## src/rtl/bus_xcvr_pkg.sv

```systemverilog
// Shared constants and FSM encoding for the byte-lane bus transceiver.
package bus_xcvr_pkg;
  localparam int   LANE_W = 8;
  localparam logic DIR_AB = 1'b1;
  localparam logic DIR_BA = 1'b0;

  // ST_ prefix keeps the turnaround state clear of the TURN length parameter.
  typedef enum logic [1:0] {
    ST_DRV_AB = 2'd0,
    ST_DRV_BA = 2'd1,
    ST_TURN   = 2'd2
  } xcvr_state_e;
endpackage

```

## src/rtl/bus_xcvr_lane.sv

```systemverilog
// One byte lane: source mux, hold register and the registered pad enables.
module bus_xcvr_lane
  import bus_xcvr_pkg::*;
#(
  parameter bit LATCHED = 1'b1
) (
  input  logic              clk,
  input  logic              rstn,
  input  logic              src_ab_i,
  input  logic              le_i,
  input  logic              oe_n_i,
  input  logic              nxt_ab_i,
  input  logic              nxt_ba_i,
  input  logic [LANE_W-1:0] a_i,
  input  logic [LANE_W-1:0] b_i,
  output logic [LANE_W-1:0] a_o,
  output logic [LANE_W-1:0] b_o,
  output logic              a_oe_o,
  output logic              b_oe_o
);
  logic [LANE_W-1:0] hold_q, hold_d;
  logic              a_oe_q, a_oe_d, b_oe_q, b_oe_d;

  // Masked lanes keep capturing so data is current when they are re-enabled.
  always_comb begin
    hold_d = hold_q;
    if (le_i) hold_d = (src_ab_i == DIR_AB) ? a_i : b_i;
    b_oe_d = nxt_ab_i & ~oe_n_i;
    a_oe_d = nxt_ba_i & ~oe_n_i;
  end

  always_ff @(posedge clk or negedge rstn) begin
    if (!rstn) begin
      hold_q <= '0;
      a_oe_q <= 1'b0;
      b_oe_q <= 1'b0;
    end else begin
      hold_q <= hold_d;
      a_oe_q <= a_oe_d;
      b_oe_q <= b_oe_d;
    end
  end

  assign b_o    = LATCHED ? hold_q : a_i;
  assign a_o    = LATCHED ? hold_q : b_i;
  assign a_oe_o = a_oe_q;
  assign b_oe_o = b_oe_q;
endmodule

```

## src/rtl/bus_xcvr.sv

```systemverilog
// Direction FSM with turnaround counter driving an array of byte lanes.
module bus_xcvr
  import bus_xcvr_pkg::*;
#(
  parameter int LANES   = 4,
  parameter int TURN    = 2,
  parameter bit LATCHED = 1'b1
) (
  input  logic                    clk,
  input  logic                    rstn,
  input  logic                    dir_req,
  input  logic [LANES-1:0]        oe_n_req,
  input  logic                    le,
  input  logic [LANE_W*LANES-1:0] a_i,
  input  logic [LANE_W*LANES-1:0] b_i,
  output logic [LANE_W*LANES-1:0] a_o,
  output logic [LANE_W*LANES-1:0] b_o,
  output logic [LANES-1:0]        a_oe,
  output logic [LANES-1:0]        b_oe,
  output logic                    dir,
  output logic                    busy
);
  localparam logic [3:0] CNT_INIT = 4'(TURN - 1);

  xcvr_state_e state_q, state_d;
  logic        tgt_q, tgt_d, dir_q, dir_d;
  logic [3:0]  cnt_q, cnt_d;
  logic        nxt_ab, nxt_ba;

  always_comb begin
    state_d = state_q;
    tgt_d   = tgt_q;
    dir_d   = dir_q;
    cnt_d   = cnt_q;
    unique case (state_q)
      ST_DRV_AB, ST_DRV_BA: begin
        if (dir_req != dir_q) begin
          state_d = ST_TURN;
          tgt_d   = dir_req;
          dir_d   = dir_req;
          cnt_d   = CNT_INIT;
        end
      end
      ST_TURN: begin
        // A request flip mid-turnaround restarts the full dead time.
        if (dir_req != tgt_q) begin
          tgt_d = dir_req;
          dir_d = dir_req;
          cnt_d = CNT_INIT;
        end else if (cnt_q != 4'd0) begin
          cnt_d = cnt_q - 4'd1;
        end else begin
          state_d = (tgt_q == DIR_AB) ? ST_DRV_AB : ST_DRV_BA;
        end
      end
      default: state_d = ST_TURN;
    endcase
  end

  always_ff @(posedge clk or negedge rstn) begin
    if (!rstn) begin
      state_q <= ST_TURN;
      tgt_q   <= DIR_BA;
      dir_q   <= DIR_BA;
      cnt_q   <= CNT_INIT;
    end else begin
      state_q <= state_d;
      tgt_q   <= tgt_d;
      dir_q   <= dir_d;
      cnt_q   <= cnt_d;
    end
  end

  assign nxt_ab = (state_d == ST_DRV_AB);
  assign nxt_ba = (state_d == ST_DRV_BA);
  assign busy   = (state_q == ST_TURN);
  assign dir    = dir_q;

  for (genvar l = 0; l < LANES; l++) begin : g_lane
    bus_xcvr_lane #(.LATCHED(LATCHED)) u_lane (
      .clk      (clk),
      .rstn     (rstn),
      .src_ab_i (dir_q),
      .le_i     (le),
      .oe_n_i   (oe_n_req[l]),
      .nxt_ab_i (nxt_ab),
      .nxt_ba_i (nxt_ba),
      .a_i      (a_i[l*LANE_W +: LANE_W]),
      .b_i      (b_i[l*LANE_W +: LANE_W]),
      .a_o      (a_o[l*LANE_W +: LANE_W]),
      .b_o      (b_o[l*LANE_W +: LANE_W]),
      .a_oe_o   (a_oe[l]),
      .b_oe_o   (b_oe[l])
    );
  end
endmodule

```

## config.mk

```make
export PLATFORM = sky130hd
export DESIGN_NAME = bus_xcvr
export DESIGN_NICKNAME = d
export VERILOG_FILES = /design/src/rtl/bus_xcvr_pkg.sv /design/src/rtl/bus_xcvr_lane.sv /design/src/rtl/bus_xcvr.sv
export SDC_FILE = /design/constraint.sdc
export NUM_CORES = 1
export LEC_CHECK = 0
export CAP_MARGIN = 10
export CORE_AREA = 8 8 119 66
export DETAILED_ROUTE_END_ITERATION = 10
export DIE_AREA = 0 0 127 74
export GPL_TIMING_DRIVEN = 0
export HOLD_SLACK_MARGIN = 0.02
export PLACE_DENSITY = 0.85
export SLEW_MARGIN = 20
export SYNTH_ARGS = -nofsm -noshare
export SYNTH_HDL_FRONTEND = slang
export SYNTH_SLANG_ARGS = --single-unit
```

## constraint.sdc

```tcl
create_clock -name clk -period 2.2 [get_ports clk]
set_input_delay 0.33 -clock clk [delete_from_list [all_inputs] [get_ports clk]]
set_output_delay 0.33 -clock clk [all_outputs]
set_load 0.01 [all_outputs]
```

==> flow_summary.ini <==
[timing]
timing.fmax_ghz = 0.5732
relSlewSlack_pct = 64.83
hold_violations = 0
fin_crit_sh_pct = 79.31
fin_crit_ns = 1.745
worstMarginPinSlew_ns = 0.5275
rsz0062_at_grt = no
fin_worst_skew_ns = 0.006347
setup_viol = 0
drv_slew = 0

[power]
p_leak_nw = 1.855
vdd_drop_max_uv = 381.4
power.total_w = 0.003166
powerDensity_nw_per_um2 = 755.8

[route]
wl_met3_mm = 1.070
drt_first_pass_iters = 4
drc = 0
wl_met2_mm = 3.312
topRoutingLayerUsed = met4
wl_per_cell_um = 16.32
via_count = 2207
drtIter0Drc = 111
ant_nets = 0
wl_met1_mm = 3.342
finalWirelength_mm = 7.769
via_per_inst = 4.637

[floorplanning]
core.rowCount = 21
core-area_um2 = 6306
ios = 146
die_width_um = 127
chipHeight_um = 74
dieArea_um2 = 9398
start_util_pct = 39.07

[logic_synthesis]
synth-main-ff-cell = dfrtp_1
syn_area_um2 = 2464
ys_seq_area_share_pct = 47.84
async_flop_share_pct = 100.0
synth-seq-cells = 47
yosysWarningCount = 0
synthesis.nets = 315
yosysUniqueCellTypes = 35
avgSynthCellArea_um2 = 10.18
synthCells = 242
synth_edf_count = 0

[placed_design]
dp_hpwl_mm = 6.318
numPortBuffers = 144
gp_congestion = 0.8357
placed_area_um2 = 4020

[worst_hold_path]
holdCritPathClass = input pin to flip-flop

[worst_setup_path]
crit_fanout = 10
critPathKind = flip-flop to primary output
required_ns = 1.87
critPathLaunchType = flip-flop
path_cells = buf_2 -> nor2b_1 -> dlymetal6s2s_1
path_buf_inv = 2
worstPathArrival_ns = 1.41
crit_slowest_cell = dfstp_2
crit_family = flip-flops
cpPeakStageDelay_ns = 0.53
critPathCaptureType = primary output

[global_route]
grt_overflow = 0
track_usage_pct = 16.23
grt_start_max_net_pins = 33
grt_pass1_wl_mm = 12.03
grt_pass1_vias = 2338
antenna_found_initial = 0

[finish]
area_growth_pct = 70.04
diodes = 0
nNetsFinal = 468
fin_area_um2 = 4189
fillers = 516
drive_gt1_share_pct = 15.91

[clocking]
clk_latency_ns = 0.28
clk_path_buf_depth = 2
htreeDepth = 2
cts_buffers = 5
cts_tree = yes
cts_sinks = 47
cts-root-buf = clkbuf_16
clk_pin_slew_ns = 0.06

[flow_run]
maxCapViolations = 0

[status]
status = complete, no violations
-- repair_timing --
action                                  4_1_cts  5_1_grt
endpoints found under the hold margin        15        0
resized for setup                             0        1
endpoints found under the setup margin        0        1
hold buffers                                  1        0
buffers inserted                              0        0
-- kinds of logic after synthesis --
kind of cell               synth area share (%)
buffers and inverters                     15.69
AOI/OAI and AO/OA                         11.02
adders and majority gates                0.5078
DFF                                       47.84
xor gates and xnor gates                 0.6604
and+or+nand+nor                           10.82
muxes                                     13.46
-- synthesized netlist by cell type (all sizes together), types with 2 or more instances --
library cell  count  share of area (%)
nor3              5                1.0
nand2             5               0.76
dfstp             2                2.1
nand2b            2               0.51
nor2             34                5.2
inv               2               0.30
buf              48                 15
mux2i            32                 13
dfrtp            45                 46
a22o              2               0.71
nor2b             2               0.51
a21oi            38                7.7
a211oi            2               0.81
o21ai             3               0.76
clkbuf            5               0.76
-- state kept, by name (all words and copies together), names as in the netlist --
signal and cells:
g_lane.u_lane.a_o 32, cnt_q 4, g_lane.u_lane.a_oe_o 4, g_lane.u_lane.b_oe_o 4, state_q 2, dir 1
-- per-layer routing --
layer  global-route usage [%]  vias up
met4                    2.745        0
li1                         -     1094
met5                        0        -
met2                    24.30      107
met1                    19.67     1000
met3                    10.23        6
-- worst reg2reg max path, delay by kind of cell, from the launching register on --
kind	cells	cell delay, ns
fa+ha+maj	1	0.25
flops	1	0.56
compound gates	2	0.49
simple gates	1	0.21
buf+inv	1	0.06
-- cell type report --
| class | instances | area [µm²] | share of cell area (%) |
|---|---|---|---|
| Timing Repair Buffer | 146 | 1469 | 35.07 |
| Sequential cell | 47 | 1179 | 28.14 |
| Multi-Input combinational cell | 140 | 898.4 | 21.45 |
| Buffer | 53 | 379.1 | 9.050 |
| Clock buffer | 8 | 156.4 | 3.734 |
| Tap cell | 80 | 100.1 | 2.389 |
| Inverter | 2 | 7.507 | 0.1792 |
-- report_power, final --
group | switching [W] | leakage, nW | internal [W] | total, W
logic | 0.000511 | 1.22 | 0.000750 | 0.00126
registers | 0.000116 | 0.554 | 0.00101 | 0.00113
clock network | 0.000292 | 0.0772 | 0.000483 | 0.000775
-- path summary, 6_finish.rpt --
| path | start | end | slack, ns | cells after the start |
|---|---|---|---|---|
| max in group asynchronous | rstn | cnt_q[0] | 1.13 | 3 |
| setup / recovery | state_q[1] | busy | 0.46 | 3 |
| hold / removal | le | g_lane[1].u_lane.a_o[7] | 0.41 | 3 |
| min in group asynchronous | rstn | g_lane[3].u_lane.b_oe_o | 0.50 | 2 |
| hold reg to reg | cnt_q[0] | cnt_q[0] | 0.54 | 2 |
| setup reg to reg | cnt_q[0] | cnt_q[1] | 0.57 | 5 |
-- placed cells by master, fill, tap and decap left out, types with 2 or more instances in the layout --
master and instances:
dfstp_2 2, nor3_1 5, nor2b_1 2, a22o_1 2, clkdlybuf4s50_1 142, nor2_1 34
dfrtp_1 45, nand2_1 5, buf_2 4, nand2b_1 2, a21oi_1 38, o21ai_0 2
clkbuf_8 2, buf_6 3, mux2i_1 32, clkbuf_16 5, inv_1 2, clkbuf_1 6
buf_4 41
-- through the flow --
stage | setup slack (ns) | hold slack, ns | TNS [ns] | util [%] | cells
floorplan | 0.7646 | 0.03441 | 0 | - | 242
global placement | -0.5022 | 0.5159 | -22.50 | 63.51 | 466
detailed placement | 0.3687 | 0.2739 | 0 | 63.75 | 467
CTS | 0.06155 | 0.4050 | 0 | 66.39 | 476
global route | 0.3721 | 0.4147 | 0 | 66.43 | 476
finish | 0.4553 | 0.4065 | 0 | 66.43 | 476
No activity file was read; power rests on OpenSTA's default activity.
